### src/rtl/cmp_serial_loader_if.sv
// Bundle of the serial input link and the registered operand output of cmp_serial_loader.
// The loader uses the slave modport; whatever feeds bits and consumes operands uses master.
interface cmp_serial_loader_if #(
  parameter int W = 4
) ();
  logic         sin_valid;
  logic         sin_start;
  logic         sin_data;
  logic [W-1:0] a_out;
  logic [W-1:0] b_out;
  logic         op_valid;
  logic         op_ready;
  logic         busy;
  logic         frame_err;

  modport master (
    output sin_valid, sin_start, sin_data, op_ready,
    input  a_out, b_out, op_valid, busy, frame_err
  );

  modport slave (
    input  sin_valid, sin_start, sin_data, op_ready,
    output a_out, b_out, op_valid, busy, frame_err
  );
endinterface

### src/rtl/cmp_serial_loader.sv
// Deserialises A/B operand frames (LSB first) into a held valid/ready pair for the comparator.
// Define CMP_LOADER_PARITY_EN to append an even-parity bit to every frame.
module cmp_serial_loader #(
  parameter int W = 4
) (
  input logic              clk,
  input logic              rst_n,
  cmp_serial_loader_if.slave bus
);

`ifdef CMP_LOADER_PARITY_EN
  localparam int NBITS = 2*W + 1;
`else
  localparam int NBITS = 2*W;
`endif
  localparam int CW = $clog2(2*W + 2);

  typedef enum logic [0:0] {S_IDLE, S_SHIFT} state_t;

  state_t          r_state;
  state_t          w_next_state;
  logic [CW-1:0]   r_cnt;
  logic [CW-1:0]   w_next_cnt;
  logic [2*W-1:0]  r_shift;
  logic [W-1:0]    r_a;
  logic [W-1:0]    r_b;
  logic            r_op_valid;
  logic            r_frame_err;

  logic            w_shift_en;
  logic            w_data_en;
  logic            w_restart;
  logic            w_last;
  logic            w_free;
  logic            w_par_ok;
  logic            w_load;
  logic            w_err;
  logic [2*W-1:0]  w_frame;

  always_ff @(posedge clk or negedge rst_n) begin
    if (!rst_n) begin
      r_state <= S_IDLE;
      r_cnt   <= '0;
    end else begin
      r_state <= w_next_state;
      r_cnt   <= w_next_cnt;
    end
  end

  // A start bit always begins a fresh frame, even mid-frame, so the count restarts at 1.
  always_comb begin
    w_next_state = r_state;
    w_next_cnt   = r_cnt;
    w_shift_en   = 1'b0;
    w_restart    = 1'b0;
    w_last       = 1'b0;
    case (r_state)
      S_IDLE: begin
        if (bus.sin_valid && bus.sin_start) begin
          w_next_state = S_SHIFT;
          w_next_cnt   = CW'(1);
          w_shift_en   = 1'b1;
        end
      end
      S_SHIFT: begin
        if (bus.sin_valid) begin
          w_shift_en = 1'b1;
          if (bus.sin_start) begin
            w_restart  = 1'b1;
            w_next_cnt = CW'(1);
          end else if (r_cnt == CW'(NBITS - 1)) begin
            w_last       = 1'b1;
            w_next_state = S_IDLE;
            w_next_cnt   = '0;
          end else begin
            w_next_cnt = r_cnt + CW'(1);
          end
        end
      end
      default: begin
        w_next_state = S_IDLE;
        w_next_cnt   = '0;
      end
    endcase
  end

`ifdef CMP_LOADER_PARITY_EN
  logic r_par;

  // Running XOR of the data bits; reseeded by every start bit.
  always_ff @(posedge clk or negedge rst_n) begin
    if (!rst_n) begin
      r_par <= 1'b0;
    end else if (w_shift_en) begin
      r_par <= bus.sin_start ? bus.sin_data : (r_par ^ bus.sin_data);
    end
  end

  assign w_par_ok  = ~(r_par ^ bus.sin_data);
  assign w_data_en = w_shift_en & ~w_last;
  assign w_frame   = r_shift;
`else
  assign w_par_ok  = 1'b1;
  assign w_data_en = w_shift_en;
  assign w_frame   = {bus.sin_data, r_shift[2*W-1:1]};
`endif

  assign w_free = ~r_op_valid | bus.op_ready;
  assign w_load = w_last & w_free & w_par_ok;
  assign w_err  = w_restart | (w_last & ~(w_free & w_par_ok));

  always_ff @(posedge clk or negedge rst_n) begin
    if (!rst_n) begin
      r_shift <= '0;
    end else if (w_data_en) begin
      r_shift <= {bus.sin_data, r_shift[2*W-1:1]};
    end
  end

  // A load wins over consumption, giving a bubble-free handoff when both coincide.
  always_ff @(posedge clk or negedge rst_n) begin
    if (!rst_n) begin
      r_a         <= '0;
      r_b         <= '0;
      r_op_valid  <= 1'b0;
      r_frame_err <= 1'b0;
    end else begin
      r_frame_err <= w_err;
      if (w_load) begin
        r_a        <= w_frame[W-1:0];
        r_b        <= w_frame[2*W-1:W];
        r_op_valid <= 1'b1;
      end else if (r_op_valid && bus.op_ready) begin
        r_op_valid <= 1'b0;
      end
    end
  end

  assign bus.a_out     = r_a;
  assign bus.b_out     = r_b;
  assign bus.op_valid  = r_op_valid;
  assign bus.busy      = (r_state == S_SHIFT);
  assign bus.frame_err = r_frame_err;

endmodule

### src/flat_wrapper.sv
// flat-port wrapper written by rule: the top's interface ports become plain ports
module cmp_serial_loader_flat 
#(
  parameter int W = 4
)
  (clk, rst_n, bus_sin_valid, bus_sin_start, bus_sin_data, bus_op_ready, bus_a_out, bus_b_out, bus_op_valid, bus_busy, bus_frame_err);
  cmp_serial_loader_if #(.W(W)) bus_i ();
  input logic clk;
  input logic rst_n;
  input wire logic [$bits(bus_i.sin_valid)-1:0] bus_sin_valid;
  input wire logic [$bits(bus_i.sin_start)-1:0] bus_sin_start;
  input wire logic [$bits(bus_i.sin_data)-1:0] bus_sin_data;
  input wire logic [$bits(bus_i.op_ready)-1:0] bus_op_ready;
  output wire logic [$bits(bus_i.a_out)-1:0] bus_a_out;
  output wire logic [$bits(bus_i.b_out)-1:0] bus_b_out;
  output wire logic [$bits(bus_i.op_valid)-1:0] bus_op_valid;
  output wire logic [$bits(bus_i.busy)-1:0] bus_busy;
  output wire logic [$bits(bus_i.frame_err)-1:0] bus_frame_err;
  assign bus_i.sin_valid = bus_sin_valid;
  assign bus_i.sin_start = bus_sin_start;
  assign bus_i.sin_data = bus_sin_data;
  assign bus_i.op_ready = bus_op_ready;
  assign bus_a_out = bus_i.a_out;
  assign bus_b_out = bus_i.b_out;
  assign bus_op_valid = bus_i.op_valid;
  assign bus_busy = bus_i.busy;
  assign bus_frame_err = bus_i.frame_err;
  cmp_serial_loader #(.W(W)) u_core (.clk(clk), .rst_n(rst_n), .bus(bus_i));
endmodule
### config.mk
export PLATFORM = sky130hd
export DESIGN_NAME = cmp_serial_loader_flat
export DESIGN_NICKNAME = d
export VERILOG_FILES = /design/src/rtl/cmp_serial_loader_if.sv /design/src/rtl/cmp_serial_loader.sv /design/src/flat_wrapper.sv
export SDC_FILE = /design/constraint.sdc
export NUM_CORES = 1
export LEC_CHECK = 0
export CAP_MARGIN = 20
export CORE_UTILIZATION = 53
export CTS_BUF_LIST = sky130_fd_sc_hd__clkbuf_4 sky130_fd_sc_hd__clkbuf_8 sky130_fd_sc_hd__clkbuf_16
export CTS_CLUSTER_DIAMETER = 30
export DETAILED_ROUTE_END_ITERATION = 12
export MAX_ROUTING_LAYER = met4
export PLACE_DENSITY = 0.85
export SETUP_SLACK_MARGIN = 0.1
export SYNTH_ARGS = -nofsm -noshare
export SYNTH_HDL_FRONTEND = slang
export SYNTH_SLANG_ARGS = --single-unit
export TNS_END_PERCENT = 30
### constraint.sdc
create_clock -name clk -period 5.3 [get_ports clk]
set_input_delay 0.53 -clock clk [delete_from_list [all_inputs] [get_ports clk]]
set_output_delay 0.53 -clock clk [all_outputs]
set_load 0.03 [all_outputs]
==> metrics.cfg, run 1 <==
[timing]
fin_setup_tns_ns=0
fin_crit_sh_pct=42.0
setup_violations=0
finClkSkew_ns=0.00348
maxSlewViolCount=0
max_slew_margin_pct=37.2
hold_viol=0
finalWorstSetupSlack_ns=3.07
period_needed_ns=2.23
max_freq_mhz=449
worst_slew_pin_slew_ns=0.939
rsz0062_at_grt=no

[clock_network]
clock_path_buffers=2
cts_setup_buffers=0
cts_resized=0
h-tree-depth=1
cts_root_buf=clkbuf_4
clk_latency_ns=0.30
cts_made_buffers=3
hold_buffers=0
cts_tree=built
clock_sinks=22
cts.clk_slew.worst_paths_ns=0.12

[global_route]
grt_antenna_before_repair=0
grtUsageMet3_pct=2.92
grt.overflow.total=0
use_met1_pct=27.1
grt_pass1_vias=608
grt_usage_pct=20.0
use_met2_pct=29.3
grt_max_degree=23
grt_pass1_wl_um=2700
busiest_layer=met2

[critical_path]
reg2reg_slack_ns=3.36
reg2reg_to=u_core.bus.a_out[3]
crit_arrival_ns=2.42
max_stage_delay_ns=0.70
crit_cells=4
critical_path.cell_chain=clkdlybuf4s50_1 -> nand2_1 -> nor4b_4 -> mux2_2
crit_path_end=u_core.bus.a_out[3]
ff2ff_path_depth=4
r2r_start=u_core.r_cnt[0]
worstSetupEndpointType=flop
crit_family=simple AND/OR/NAND/NOR gates
cpMaxStageDelayCell=clkdlybuf4s50_1
setup.worst_path.class=in -> reg
crit_fanout=12
critPathLaunch=bus_sin_valid
worstPathRequired_ns=5.50
cp.buffers_inverters=1
cp-start-kind=input port

[logic_synthesis]
ys_ff_latch=22
synth_cells=69
synthXorXnorAreaFrac_pct=0
yosys.area_share.simple_pct=9.81
synth_compound_area_share_pct=8.47
syn-num-nets=76
ys_seq_area_share_pct=59.1
muxShareOfSynthArea_pct=18.1
synth_top_family_by_area=multiplexers
synth_cell_types=25
syn_area_um2=931
syn-mean-instance-area_um2=13.5
yosysWarnings=0
synthAdderAreaFrac_pct=1.34

[route]
drc=0
via_per_inst=5.95
ant_nets=0
wl_um=1560
firstDrtPassIters=6
drt-wirelength-per-cell_um=15.4
vias=601
dr.first_iter.drc_count=5

[worst_hold_path]
min_path_type=reg -> reg
whs_path_depth=1

[layout]
layout_common_cells=dfrtp_1 (22), clkdlybuf4s50_1 (16), mux2_2 (15), nand2_1 (4)
drive_gt1_share_pct=24.7
final_cell_area_um2=1150
finalNetCount=93
diodes=0
areaGrowthSynthToFinish_pct=23.1
final_common_cell=dfrtp_1
n_fill_cell=105

[flow_run]
maxCapViolations=0

[floorplanning]
rows=14
die_y_um=43.9
initial_core_util_pct=59.0
ioPinCount=17
core-area_um2=1580
die_w_um=43.9
die-area_um2=1930

[placement]
dpl.hpwl_um=1080
place_congestion=0.783
dp_slack_ns=2.72
dpl_cell_area_um2=1090
port_buffers=16

[power_and_ir_drop]
power_uw=549
power.leakage_uw=0.000514
power_density_nw_per_um2=479
irDropWorstVdd_mv=0.309

[outcome]
status=completed

[cell usage after synthesis]
| master | n | area [um^2] |
|---|---|---|
| nand3_1 | 1 | 5.00 |
| a22o_1 | 1 | 8.76 |
| nor2_1 | 1 | 3.75 |
| buf_2 | 2 | 10.0 |
| o41ai_1 | 1 | 8.76 |
| inv_1 | 3 | 11.3 |
| dfrtp_1 | 22 | 551 |
| a41o_1 | 1 | 10.0 |
| nor3_1 | 1 | 5.00 |
| mux2_2 | 15 | 169 |
| nand2_1 | 4 | 15.0 |
| ha_1 | 1 | 12.5 |
| nor2b_1 | 2 | 12.5 |
| o21ai_0 | 1 | 5.00 |
| clkbuf_1 | 2 | 7.51 |
| and3b_1 | 1 | 8.76 |
| a31oi_1 | 1 | 6.26 |
| nor4b_4 | 1 | 23.8 |
| a21oi_1 | 2 | 10.0 |
| and4b_2 | 1 | 11.3 |
| nand4_1 | 1 | 6.26 |
| a221o_1 | 1 | 10.0 |
| o22ai_1 | 1 | 6.26 |
| o2bb2ai_1 | 1 | 8.76 |
| o21ai_1 | 1 | 5.00 |
[registers in the layout (all words and copies together) (netlist names)]
signal	flops
u_core.bus.busy	1
u_core.r_shift	7
u_core.bus.a_out	4
u_core.bus.op_valid	1
u_core.bus.b_out	4
u_core.bus.frame_err	1
u_core.r_cnt	4
[how the worst min path moves through the flow]
stage                        start                   to  slack (ns)
2_1_floorplan                rst_n  u_core.bus.a_out[0]        0.23
4_1_cts          u_core.r_shift[1]    u_core.r_shift[1]        0.52
3_5_place_dp     u_core.r_shift[1]  u_core.bus.a_out[0]        0.49
3_3_place_gp       u_core.r_cnt[3]      u_core.r_cnt[3]        0.49
6_report         u_core.r_shift[1]    u_core.r_shift[1]        0.51
5_1_grt        u_core.bus.b_out[0]  u_core.bus.b_out[0]        0.55
[cells by family (layout without fill, tap and decap cells)]
group | after synthesis | count (layout)
flip-flops | 22 | 22
buffers and inverters | 7 | 23
multiplexers | 15 | 15
AO/OA/AOI/OAI | 11 | 11
AND/OR/NAND/NOR | 13 | 13
adder cells (fa/ha/maj) | 1 | 1
[metal layers]
metal / up-vias / share of wire (%)
li1: 282 / -
met1: 290 / 46
met2: 25 / 46
met3: 4 / 6.0
met4: 0 / 2.1
met5: - / 0
[layout make-up]
class / count / area (um^2) / share of cell area, %
Inverter: 3 / 11.3 / 0.983
Multi-Input combinational cell: 40 / 352 / 30.7
Timing Repair Buffer: 16 / 160 / 14.0
Sequential cell: 22 / 551 / 48.0
Clock inverter: 1 / 30.0 / 2.62
Tap cell: 16 / 20.0 / 1.75
Clock buffer: 3 / 22.5 / 1.97
[power breakdown]
part | switching [uW] | total (uW) | internal [uW]
Clock | 49.7 | 126 | 76.4
Sequential | 37.1 | 255 | 218
Combinational | 82.1 | 167 | 85.3
[per-stage QoR]
step	utilization (%)	hold slack [ns]	instances
after floorplan	-	0.234	69
after global placement	69.4	0.487	97
after detailed placement	69.4	0.486	97
after CTS	72.7	0.516	101
after global routing	72.7	0.547	101
final	72.7	0.513	101
(Power assumes the default switching activity.)
==> run 2: changes to the inputs <==
--- a/config.mk
+++ b/config.mk
@@ -6,12 +6,12 @@
 export NUM_CORES = 1
 export LEC_CHECK = 0
 export CAP_MARGIN = 20
-export CORE_UTILIZATION = 53
+export CORE_UTILIZATION = 49
 export CTS_BUF_LIST = sky130_fd_sc_hd__clkbuf_4 sky130_fd_sc_hd__clkbuf_8 sky130_fd_sc_hd__clkbuf_16
 export CTS_CLUSTER_DIAMETER = 30
 export DETAILED_ROUTE_END_ITERATION = 12
 export MAX_ROUTING_LAYER = met4
-export PLACE_DENSITY = 0.85
+export PLACE_DENSITY = 0.79
 export SETUP_SLACK_MARGIN = 0.1
 export SYNTH_ARGS = -nofsm -noshare
 export SYNTH_HDL_FRONTEND = slang
==> constraint.sdc (replaced) <==
create_clock -name clk -period 2.3 [get_ports clk]
set_input_delay 0.23 -clock clk [delete_from_list [all_inputs] [get_ports clk]]
set_output_delay 0.23 -clock clk [all_outputs]
set_load 0.03 [all_outputs]
==> run 2 against run 1 <==
Global-route usage fell by 2.1 points. Worst hold slack got worse by 0.25 ns. Register-to-register slack got worse by 3.1 ns. Setup slack got worse by 2.8 ns. Sequential power rose by 130%. Critical path depth did not move. Clock power rose by 63%. Critical endpoint is now u_core.bus.a_out[2]. Largest power group unchanged.
==> metrics.cfg, run 2 (synthesis results as in run 1) <==
[outcome]
status=completed

[placement]
dpl.hpwl_um=1070
place_congestion=0.738
port_buffers=16
post-place-cells=108
dp_slack_ns=0.326

[critical_path]
cpMaxStageDelayCell=nor4b_4
crit_fanout=8
cp-start-kind=flop
worstPathRequired_ns=2.49
critical_path.cell_chain=ha_1 -> and3b_1 -> nor4b_4 -> mux2_2
crit_arrival_ns=2.18
worstSetupEndpointType=flop
max_stage_delay_ns=0.54
setup.worst_path.class=reg -> reg

[floorplanning]
initial_core_util_pct=53.3
die_w_um=45.6
die_y_um=45.6
ioPinCount=17
die-area_um2=2080
core-area_um2=1750
rows=15

[timing]
max_slew_margin_pct=58.5
finClkSkew_ns=0.0118
worst_slew_pin_slew_ns=0.618
setup_violations=0
hold_viol=0
fin_setup_tns_ns=0
finalWorstSetupSlack_ns=0.304
max_freq_mhz=501
period_needed_ns=2.00
maxSlewViolCount=0
rsz0062_at_grt=no
fin_crit_sh_pct=86.8

[layout]
final_cells=112
largest_reg_flops=7
areaGrowthSynthToFinish_pct=24.2
drive_gt1_share_pct=26.4
finalNetCount=95
diodes=0
layout_common_cells=dfrtp_1 (22), clkdlybuf4s50_1 (16), mux2_2 (15), nand2_1 (4)
final_common_cell=dfrtp_1
max_flop_register=u_core.r_shift
final_util_pct=66.2

[route]
drc=0
firstDrtPassIters=4
ant_nets=0
vias=618
wl_um=1500
via_per_inst=5.52
dr.first_iter.drc_count=4
drt-wirelength-per-cell_um=13.4

[clock_network]
clock_path_buffers=2
cts_made_buffers=3
clock_sinks=22
cts_root_buf=clkbuf_4
h-tree-depth=1
cts_resized=0
cts.clk_slew.worst_paths_ns=0.12
cts_tree=built
clk_latency_ns=0.30
cts_setup_buffers=0
hold_buffers=0

[power_and_ir_drop]
power_uw=1180
power_density_nw_per_um2=1020
power.leakage_uw=0.000517
irDropWorstVdd_mv=0.447

[global_route]
grt_max_degree=23
grt_usage_pct=18.0
grt_antenna_before_repair=0
grt_pass1_wl_um=2590
grt.overflow.total=0
grt_pass1_vias=594

[flow_run]
maxCapViolations=0

[worst_hold_path]
min_path_type=in -> async

run 2: changes by cell type in the layout (fill, tap and decap cells not counted):
cell | previous run | this run
buf_4 | 0 | 2
clkbuf_8 | 0 | 1
bufinv_16 | 1 | 0
run 2: critical path, delay by kind of cell, from the launching register on:
kind / cells / cell delay [ns]
AND/OR/NAND/NOR: 2 / 0.84
adder cells (fa/ha/maj): 1 / 0.20
flip-flops: 1 / 0.44
multiplexers: 1 / 0.40
run 2: cell type report:
type / instances / area [um^2]
fill: 142 / 589
timing repair buffer: 18 / 175
sequential: 22 / 551
clock buffer: 4 / 36.3
tap: 25 / 31.3
multi-input combinational: 40 / 352
inverter: 3 / 11.3
run 2: routing by layer:
| layer | vias up | GRT usage [%] | wire length [um] |
|---|---|---|---|
| met5 | - | - | 0 |
| li1 | 289 | - | - |
| met4 | 0 | 7.27 | 19 |
| met1 | 314 | 23.6 | 717 |
| met3 | 2 | 1.59 | 54 |
| met2 | 13 | 28.6 | 705 |
run 2: through the flow:
step / hold slack, ns / area, um^2
after floorplan: -0.0656 / 931
after global placement: 0.485 / 1120
after detailed placement: 0.494 / 1120
after CTS: 0.261 / 1160
after global routing: 0.269 / 1160
final: 0.258 / 1160
run 2: worst paths after layout:
path | start | end | slack [ns] | cells after the start
worst max-delay path | u_core.r_cnt[0] | u_core.bus.a_out[2] | 0.30 | 4
worst min-delay path | rst_n | u_core.bus.busy | 0.26 | 2
worst max register to register | u_core.r_cnt[0] | u_core.bus.a_out[2] | 0.30 | 4
worst min register to register | u_core.r_cnt[3] | u_core.r_cnt[3] | 0.51 | 1
max in group asynchronous | rst_n | u_core.bus.b_out[2] | 1.81 | 2
min in group clk | u_core.r_cnt[3] | u_core.r_cnt[3] | 0.51 | 1
run 2: where the power goes:
part,leakage (uW),internal [uW],switching [uW]
clock network,0.0000210,96.4,109
logic,0.000218,198,185
registers,0.000278,503,89.0
total,0.000517,797,383
